==> src/rtl/intcode_bus_arbiter.sv <==
// Two-master arbiter for the intcode RAM / memory-mapped I/O bus; hides the RAM's one-cycle read latency.
// Optional feature: define ARB_ROUND_ROBIN_EN for round-robin contention (default: master 0 fixed priority).
module intcode_bus_arbiter #(
  parameter int ADDR_W = 32,
  parameter int DATA_W = 32
) (
  input  logic              clock,
  input  logic              reset_n,
  input  logic              m0_req,
  input  logic [ADDR_W-1:0] m0_addr,
  input  logic              m0_we,
  input  logic [DATA_W-1:0] m0_wdata,
  input  logic              m0_lock,
  output logic              m0_ack,
  output logic [DATA_W-1:0] m0_rdata,
  input  logic              m1_req,
  input  logic [ADDR_W-1:0] m1_addr,
  input  logic              m1_we,
  input  logic [DATA_W-1:0] m1_wdata,
  input  logic              m1_lock,
  output logic              m1_ack,
  output logic [DATA_W-1:0] m1_rdata,
  output logic [ADDR_W-1:0] mem_address,
  output logic [DATA_W-1:0] mem_wdata,
  output logic              mem_we,
  output logic              mem_oe,
  input  logic [DATA_W-1:0] mem_rdata,
  output logic              owner,
  output logic [1:0]        dbg_state
);

  // Handshake: each master holds req (with stable addr/we/wdata) until it sees a
  // one-cycle ack; lock is sampled in the ack cycle and covers the next transaction.
  typedef enum logic [1:0] {
    IDLE  = 2'd0,
    ISSUE = 2'd1,
    WAIT  = 2'd2,
    ACK   = 2'd3
  } state_t;

  state_t state;
  logic   lock_q;
  logic   we_q;
`ifdef ARB_ROUND_ROBIN_EN
  logic   rr_pri;  // master that wins the next contention
`endif

  logic              any_req;
  logic              owner_req;
  logic              owner_lock;
  logic              winner;
  logic [ADDR_W-1:0] sel_addr;
  logic [DATA_W-1:0] sel_wdata;
  logic              sel_we;

  assign dbg_state = state;

  always_comb begin
    owner_req  = owner ? m1_req  : m0_req;
    owner_lock = owner ? m1_lock : m0_lock;
    any_req    = m0_req | m1_req;
    winner     = 1'b0;
    if (lock_q && owner_req) begin
      winner = owner;
    end else if (m0_req && m1_req) begin
`ifdef ARB_ROUND_ROBIN_EN
      winner = rr_pri;
`else
      winner = 1'b0;
`endif
    end else begin
      winner = m1_req;
    end
    sel_addr  = winner ? m1_addr  : m0_addr;
    sel_wdata = winner ? m1_wdata : m0_wdata;
    sel_we    = winner ? m1_we    : m0_we;
  end

  always_ff @(posedge clock or negedge reset_n) begin
    if (!reset_n) begin
      state       <= IDLE;
      owner       <= 1'b0;
      lock_q      <= 1'b0;
      we_q        <= 1'b0;
      m0_ack      <= 1'b0;
      m1_ack      <= 1'b0;
      m0_rdata    <= '0;
      m1_rdata    <= '0;
      mem_address <= '0;
      mem_wdata   <= '0;
      mem_we      <= 1'b0;
      mem_oe      <= 1'b0;
`ifdef ARB_ROUND_ROBIN_EN
      rr_pri      <= 1'b0;
`endif
    end else begin
      m0_ack <= 1'b0;
      m1_ack <= 1'b0;
      case (state)
        IDLE: begin
          // A locked owner that no longer requests gives up its claim.
          if (lock_q && !owner_req) lock_q <= 1'b0;
          if (any_req) begin
            owner       <= winner;
            we_q        <= sel_we;
            mem_address <= sel_addr;
            mem_wdata   <= sel_wdata;
            mem_we      <= sel_we;
            mem_oe      <= ~sel_we;
`ifdef ARB_ROUND_ROBIN_EN
            rr_pri      <= ~winner;
`endif
            state       <= ISSUE;
          end
        end
        ISSUE: begin
          if (we_q) begin
            mem_address <= '0;
            mem_wdata   <= '0;
            mem_we      <= 1'b0;
            mem_oe      <= 1'b0;
            m0_ack      <= ~owner;
            m1_ack      <= owner;
            state       <= ACK;
          end else begin
            state <= WAIT;
          end
        end
        WAIT: begin
          // RAM output is valid now, one cycle after the address was presented.
          if (owner) m1_rdata <= mem_rdata;
          else       m0_rdata <= mem_rdata;
          mem_address <= '0;
          mem_wdata   <= '0;
          mem_we      <= 1'b0;
          mem_oe      <= 1'b0;
          m0_ack      <= ~owner;
          m1_ack      <= owner;
          state       <= ACK;
        end
        ACK: begin
          lock_q <= owner_lock;
          state  <= IDLE;
        end
        default: state <= IDLE;
      endcase
    end
  end

endmodule
==> config.mk <==
export PLATFORM = sky130hd
export DESIGN_NAME = intcode_bus_arbiter
export DESIGN_NICKNAME = d
export VERILOG_FILES = /design/src/rtl/intcode_bus_arbiter.sv
export SDC_FILE = /design/constraint.sdc
export NUM_CORES = 1
export LEC_CHECK = 0
export ABC_AREA = 1
export ABC_CLOCK_PERIOD_IN_PS = 3280
export BUFFER_PORTS_ARGS = -buffer_cell sky130_fd_sc_hd__buf_2
export CORE_MARGIN = 3
export CORE_UTILIZATION = 50
export DETAILED_ROUTE_END_ITERATION = 8
export GPL_TIMING_DRIVEN = 0
export PLACE_DENSITY = 0.87
export SYNTH_ARGS = -nofsm -noshare
export SYNTH_HDL_FRONTEND = slang
export SYNTH_SLANG_ARGS = --single-unit
export TNS_END_PERCENT = 50
==> constraint.sdc <==
create_clock -name clock -period 3.28 [get_ports clock]
set_clock_uncertainty 0.2 [all_clocks]
set_input_delay 0.656 -clock clock [delete_from_list [all_inputs] [get_ports clock]]
set_output_delay 0.656 -clock clock [all_outputs]
set_load 0.02 [all_outputs]
# [Word-level counts from Yosys, hierarchy flattened]
# Index checks and enable logic that the tools add are counted.
[totals] out_inout_bits=135 ff_bits=137 inputBits=168
[classes] n_bitwise=3 eq_ne=6 n_reduce_logical=12 muxes=26
[op_table] op="case mux 32 bit (3 select lines)" count=2
[op_table] op="2-to-1 mux 32 bit" count=5
[op_table] op="2-to-1 mux 1 bit" count=12
[op_table] op="case mux 2 bit (4 select lines)" count=1
[op_table] op="AND reduction 2 bit" count=4
[op_table] op="!= test 2 bit (second input constant)" count=3
[op_table] op="case mux 1 bit (2 select lines)" count=3
[op_table] op="case mux 1 bit (3 select lines)" count=2
[op_table] op="== test 2 bit (second input constant)" count=2
[op_table] op="logical AND 1 bit" count=3
[op_table] op="AND reduction 3 bit" count=1
[op_table] op="nonzero test 3 bit" count=1
[op_table] op="== test 2 x 1 -> 1 bit (second input constant)" count=1
[op_table] op="logical NOT 2 bit" count=1
[op_table] op="2-to-1 mux 2 bit" count=1
[op_table] op="NOT 1 bit" count=2
[op_table] op="nonzero test 2 bit" count=1
[op_table] op="logical NOT 1 bit" count=1
[op_table] op="bitwise OR 1 bit" count=1

# [Longest topological paths before layout]
[depth] word_depth=7 ltp_mapped=11

# [Worst setup path after synthesis]
# Ideal clock, no wire load.
[synth_timing] path_kind="register to register" start="register state[0], in the netlist dbg_state[0]" end="register mem_address[0]" arrival_ns=1.744 path_stages_with_launch=12 path_slack_ns=1.218 setup_ns=0.118 required_ns=2.962 path_cell_list="dfrtp_1 inv_1 ha_1 inv_1 nand2_1 nand2_1 nor2_4 inv_2 buf_2 buf_6 nand2_1 nand2_1"
[synth_via] elab_chain_len=3 elab_cells_between_ends=8 classes_between="eq/ne: 4; mux: 1; reduce/logical: 3"
[synth_rtl] element="from (decl)" line="41" text="state_t state;"
[synth_rtl] element="from (signal assigned)" line="81" text="state <= IDLE;"
[synth_rtl] element="from (signal assigned)" line="113" text="state <= ISSUE;"
[synth_rtl] element="from (signal assigned)" line="124" text="state <= ACK;"
[synth_rtl] element="== test 2 x 1 -> 1 bit, or another cell as far along" line="99" text="case (state)"
[synth_rtl] element="!= test 2 bit (no source line) or nonzero test 3 bit (tied branches)"
[synth_rtl] element="AND reduction 3 bit (no source line)"
[synth_rtl] element="to (signal assigned)" line="106" text="mem_address <= sel_addr;"
[synth_rtl] element="to (decl)" line="23" text="output logic [ADDR_W-1:0] mem_address,"
# Several ways; a longest one is shown, not always the timed one.
# A chain may end at the register's enable or synchronous reset.

# [Worst setup path in the final report]
[layout_timing] start="register state[0], in the netlist dbg_state[0]" end="register mem_address[29]"
# The elaborated chain is that of the path after synthesis.

==> tab_implementation.tex <==
\begin{tabular}{lr}
\hline
Metric & Value \\
\hline
\multicolumn{2}{l}{\textbf{Yosys}} \\
Mapped Avg Cell Area & 7.89 sq um \\
Number of distinct library cell variants in the gate-level netlist after synthesis & 21 \\
Register bit total from synthesis & 137 \\
Share of the yosys chip area belonging to registers & 54.3\% \\
Number of standard cells after synthesis & 800 \\
Mapped Nets & 973 \\
Synth Warn \# & 0 \\
Post-Syn Area & 0.00631 sq mm \\
\multicolumn{2}{l}{\textbf{Clock network}} \\
Source-to-sink clock delay at the later pin of the worst-skew pair & 0.41 ns \\
Clk pin slew, worst setup/hold paths & 0.06 ns \\
Sinks on Clock Net & 137 \\
Root cell of the clock tree & sky130\_fd\_sc\_hd\_\_clkbuf\_16 \\
Maximum clock path buffer count & 2 \\
H-Tree Depth & 4 \\
TritonCTS clock tree & done \\
Postcts setup bufs & 0 \\
TritonCTS Buffers & 17 \\
\multicolumn{2}{l}{\textbf{Die}} \\
Floorplan die height & 118 microns \\
Num ports & 303 \\
Die area & 0.0140 sq mm \\
Core Box Area & 0.0122 sq mm \\
Die width & 118 microns \\
Core Rows & 40 \\
Starting density of the core & 51.9\% \\
\multicolumn{2}{l}{\textbf{Layout}} \\
Final net count & 1296 \\
Fraction of layout cells with a size suffix above 1 & 32.3\% \\
Area grow syn2layout & 37.0\% \\
Post-Layout Cell Count & 1305 \\
\multicolumn{2}{l}{\textbf{Worst setup path}} \\
Category of cells accounting for the largest share of critical-path delay & buffers and inverters \\
Critical path fanouts, max & 10 \\
Worst setup path class & reg -> reg \\
Number of buffers and inverters on the critical path & 4 \\
Critical path cell sequence & inv\_1, ha\_1, inv\_1, clkbuf\_1, clkbuf\_1, nand3\_1, nand2\_1 \\
Critical path endpoint category & register \\
Startpoint type of the worst setup path & register \\
Data arrival, critical path & 2.47 ns \\
Critical path required time & 3.43 ns \\
R2r setup slk & 0.96 ns \\
Slowest Stage Delay on Critical Path & 0.43 ns \\
Worst-path cell with the longest stage delay & sky130\_fd\_sc\_hd\_\_dfrtp\_1 \\
\multicolumn{2}{l}{\textbf{Power}} \\
Worst IR Drop VDD & 0.784 mV \\
Total power consumption of the routed design & 9460 uW \\
Cell area power density & 1090 mW/mm\^{}2 \\
Leak Pwr & 0.00518 uW \\
\multicolumn{2}{l}{\textbf{Drt}} \\
Average wire per standard cell & 15.4 microns \\
Remaining number of nets flagged by the antenna check after routing & 0 \\
Post-detailed-route via-to-cell ratio & 5.02 \\
First-pass iteration count of the detailed router & 5 \\
Total Wirelength & 20.0 mm \\
DRC errors left & 0 \\
Initial detailed-routing violation count & 500 \\
Vias & 6555 \\
\multicolumn{2}{l}{\textbf{Global routing}} \\
Global routing usage summed across all routing layers & 28.4\% \\
Global-route wire length before repair & 31.7 mm \\
Maximum number of pins on one net before global-route repair & 86 \\
Global-route congestion overflow total & 0 \\
Vias in the first global route & 6309 \\
Number of antenna violations at the first check in global routing & 0 \\
\multicolumn{2}{l}{\textbf{STA}} \\
Final setup viols & 0 \\
Transition time of the tightest slew-check pin & 0.640 ns \\
Part of the cycle the worst path needs & 70.7\% \\
Setup repair after global routing missed its margin & no \\
Maximum operating frequency & 431 MHz \\
Min cycle time layout & 2.32 ns \\
Relative max-transition margin & 57.3\% \\
Final number of hold-violating endpoints & 0 \\
Number of max-slew violations in the final report & 0 \\
\multicolumn{2}{l}{\textbf{Worst hold path}} \\
Worst min-delay path class & reg -> reg \\
\multicolumn{2}{l}{\textbf{Place}} \\
Count of port buffers added during placement & 302 \\
Placed instance count & 1271 \\
Gpl congestion & 0.859 \\
HPWL after DPL & 14.8 mm \\
\multicolumn{2}{l}{\textbf{Job}} \\
Reported max-cap violation count & 0 \\
\multicolumn{2}{l}{\textbf{Run status}} \\
Status & finished, final reports clean \\
\hline
\end{tabular}
[Yosys cell counts]
library cell | count | area (sq um)
sky130_fd_sc_hd__a21oi_1 | 3 | 15.0
sky130_fd_sc_hd__buf_1 | 2 | 7.51
sky130_fd_sc_hd__buf_2 | 20 | 100
sky130_fd_sc_hd__buf_4 | 4 | 30.0
sky130_fd_sc_hd__buf_6 | 4 | 45.0
sky130_fd_sc_hd__clkbuf_1 | 23 | 86.3
sky130_fd_sc_hd__clkbuf_2 | 1 | 5.00
sky130_fd_sc_hd__dfrtp_1 | 137 | 3430
sky130_fd_sc_hd__ha_1 | 5 | 62.6
sky130_fd_sc_hd__inv_1 | 41 | 154
sky130_fd_sc_hd__inv_2 | 3 | 11.3
sky130_fd_sc_hd__nand2_1 | 345 | 1290
sky130_fd_sc_hd__nand3_1 | 130 | 651
sky130_fd_sc_hd__nand3b_1 | 1 | 7.51
sky130_fd_sc_hd__nand4_1 | 1 | 6.26
sky130_fd_sc_hd__nor2_1 | 5 | 18.8
sky130_fd_sc_hd__nor2_4 | 1 | 11.3
sky130_fd_sc_hd__nor3_1 | 2 | 10.0
sky130_fd_sc_hd__o211ai_1 | 1 | 7.51
sky130_fd_sc_hd__o21ai_0 | 70 | 350
sky130_fd_sc_hd__or2_2 | 1 | 6.26
[worst reg2reg max path, stage by stage (launching register included)]
cell and delay, ns:
sky130_fd_sc_hd__dfrtp_1 0.43, sky130_fd_sc_hd__inv_1 0.11, sky130_fd_sc_hd__ha_1 0.31, sky130_fd_sc_hd__inv_1 0.12, sky130_fd_sc_hd__clkbuf_1 0.42, sky130_fd_sc_hd__clkbuf_1 0.42, sky130_fd_sc_hd__nand3_1 0.14, sky130_fd_sc_hd__nand2_1 0.08
[flip-flops by register name, indices dropped and copies added, names as in the netlist, 2 cells and up]
register / cells
mem_address: 32
dbg_state: 2
m1_rdata: 32
mem_wdata: 32
m0_rdata: 32
[metrics by stage]
stage / util [%] / setup slack, ns / setup TNS [ns] / hold WS (ns) / instance area [sq um]
after floorplan: - / 1.22 / 0 / 0.160 / 6310
after global placement: 66.0 / -0.512 / -68.56 / 0.258 / 8030
after detailed placement: 66.3 / 0.955 / 0 / 0.260 / 8060
after CTS: 71.1 / 0.934 / 0 / 0.277 / 8640
after global routing: 71.1 / 0.771 / 0 / 0.289 / 8640
final: 71.1 / 0.962 / 0 / 0.272 / 8640
[routing by layer]
| layer | wire, microns | vias to the layer above | global-route usage [%] |
|---|---|---|---|
| li1 | - | 3195 | - |
| met1 | 7510 | 3039 | 33.1 |
| met2 | 10200 | 278 | 48.5 |
| met3 | 1780 | 43 | 8.90 |
| met4 | 543 | 0 | 11.4 |
| met5 | 0 | - | 0 |
[power by group]
group / switching [uW] / internal, uW / leakage [uW]
Clock: 709 / 1100 / 0.000273
Sequential: 388 / 2440 / 0.00174
Combinational: 3320 / 1500 / 0.00317
Total: 4410 / 5050 / 0.00518
[layout by cell type (no fill, tap or decap), types with 2 or more instances in the layout]
cell                         count
sky130_fd_sc_hd__buf_6           5
sky130_fd_sc_hd__nor3_1          2
sky130_fd_sc_hd__inv_1          41
sky130_fd_sc_hd__inv_2           3
sky130_fd_sc_hd__a21oi_1         3
sky130_fd_sc_hd__buf_2         321
sky130_fd_sc_hd__ha_1            5
sky130_fd_sc_hd__buf_4           4
sky130_fd_sc_hd__nor2_1          5
sky130_fd_sc_hd__dfrtp_1       137
sky130_fd_sc_hd__buf_1           2
sky130_fd_sc_hd__clkinvlp_4      3
sky130_fd_sc_hd__clkbuf_16      17
sky130_fd_sc_hd__clkinv_4        2
sky130_fd_sc_hd__clkinv_2        3
sky130_fd_sc_hd__clkbuf_1       25
sky130_fd_sc_hd__nand2_1       345
sky130_fd_sc_hd__clkbuf_8        3
sky130_fd_sc_hd__o21ai_0        70
sky130_fd_sc_hd__nand3_1       130
[timing repair]
item                                   4_1_cts  5_1_grt
hold buffers                                 1        0
gates resized for setup                      0        0
endpoints found under the hold margin        4        0
[area by class of cell]
type,instances,area [sq um]
Sequential cell,137,3430
Tap cell,168,210
Multi-Input combinational cell,565,2440
Antenna cell,1,2.50
Inverter,44,165
Fill cell,960,3520
Buffer,54,274
Clock buffer,22,474
Timing Repair Buffer,304,1560
Clock inverter,10,93.8
[logic make-up (layout without fill, tap and decap cells)]
kind of cell / after synthesis / count (layout) / share of synthesized area, %
flops: 137 / 137 / 54.3
other cells: 0 / 1 / 0
fa+ha+maj: 5 / 5 / 0.992
simple gates: 486 / 486 / 31.8
buf+inv: 98 / 434 / 6.96
compound gates: 74 / 74 / 5.91
[final timing paths]
check / from / endpoint / cells after the start
setup reg to reg: dbg_state[0]$_DFFE_PN0P_ / mem_address[29]$_DFFE_PN0P_ / 7
max in group asynchronous: reset_n / lock_q$_DFFE_PN0P_ / 3
hold reg to reg: mem_oe$_DFFE_PN0P_ / mem_oe$_DFFE_PN0P_ / 2
min in group asynchronous: reset_n / mem_address[9]$_DFFE_PN0P_ / 2
hold / removal: mem_oe$_DFFE_PN0P_ / mem_oe$_DFFE_PN0P_ / 2
setup / recovery: dbg_state[0]$_DFFE_PN0P_ / mem_address[29]$_DFFE_PN0P_ / 7
(Power assumes the default switching activity.)
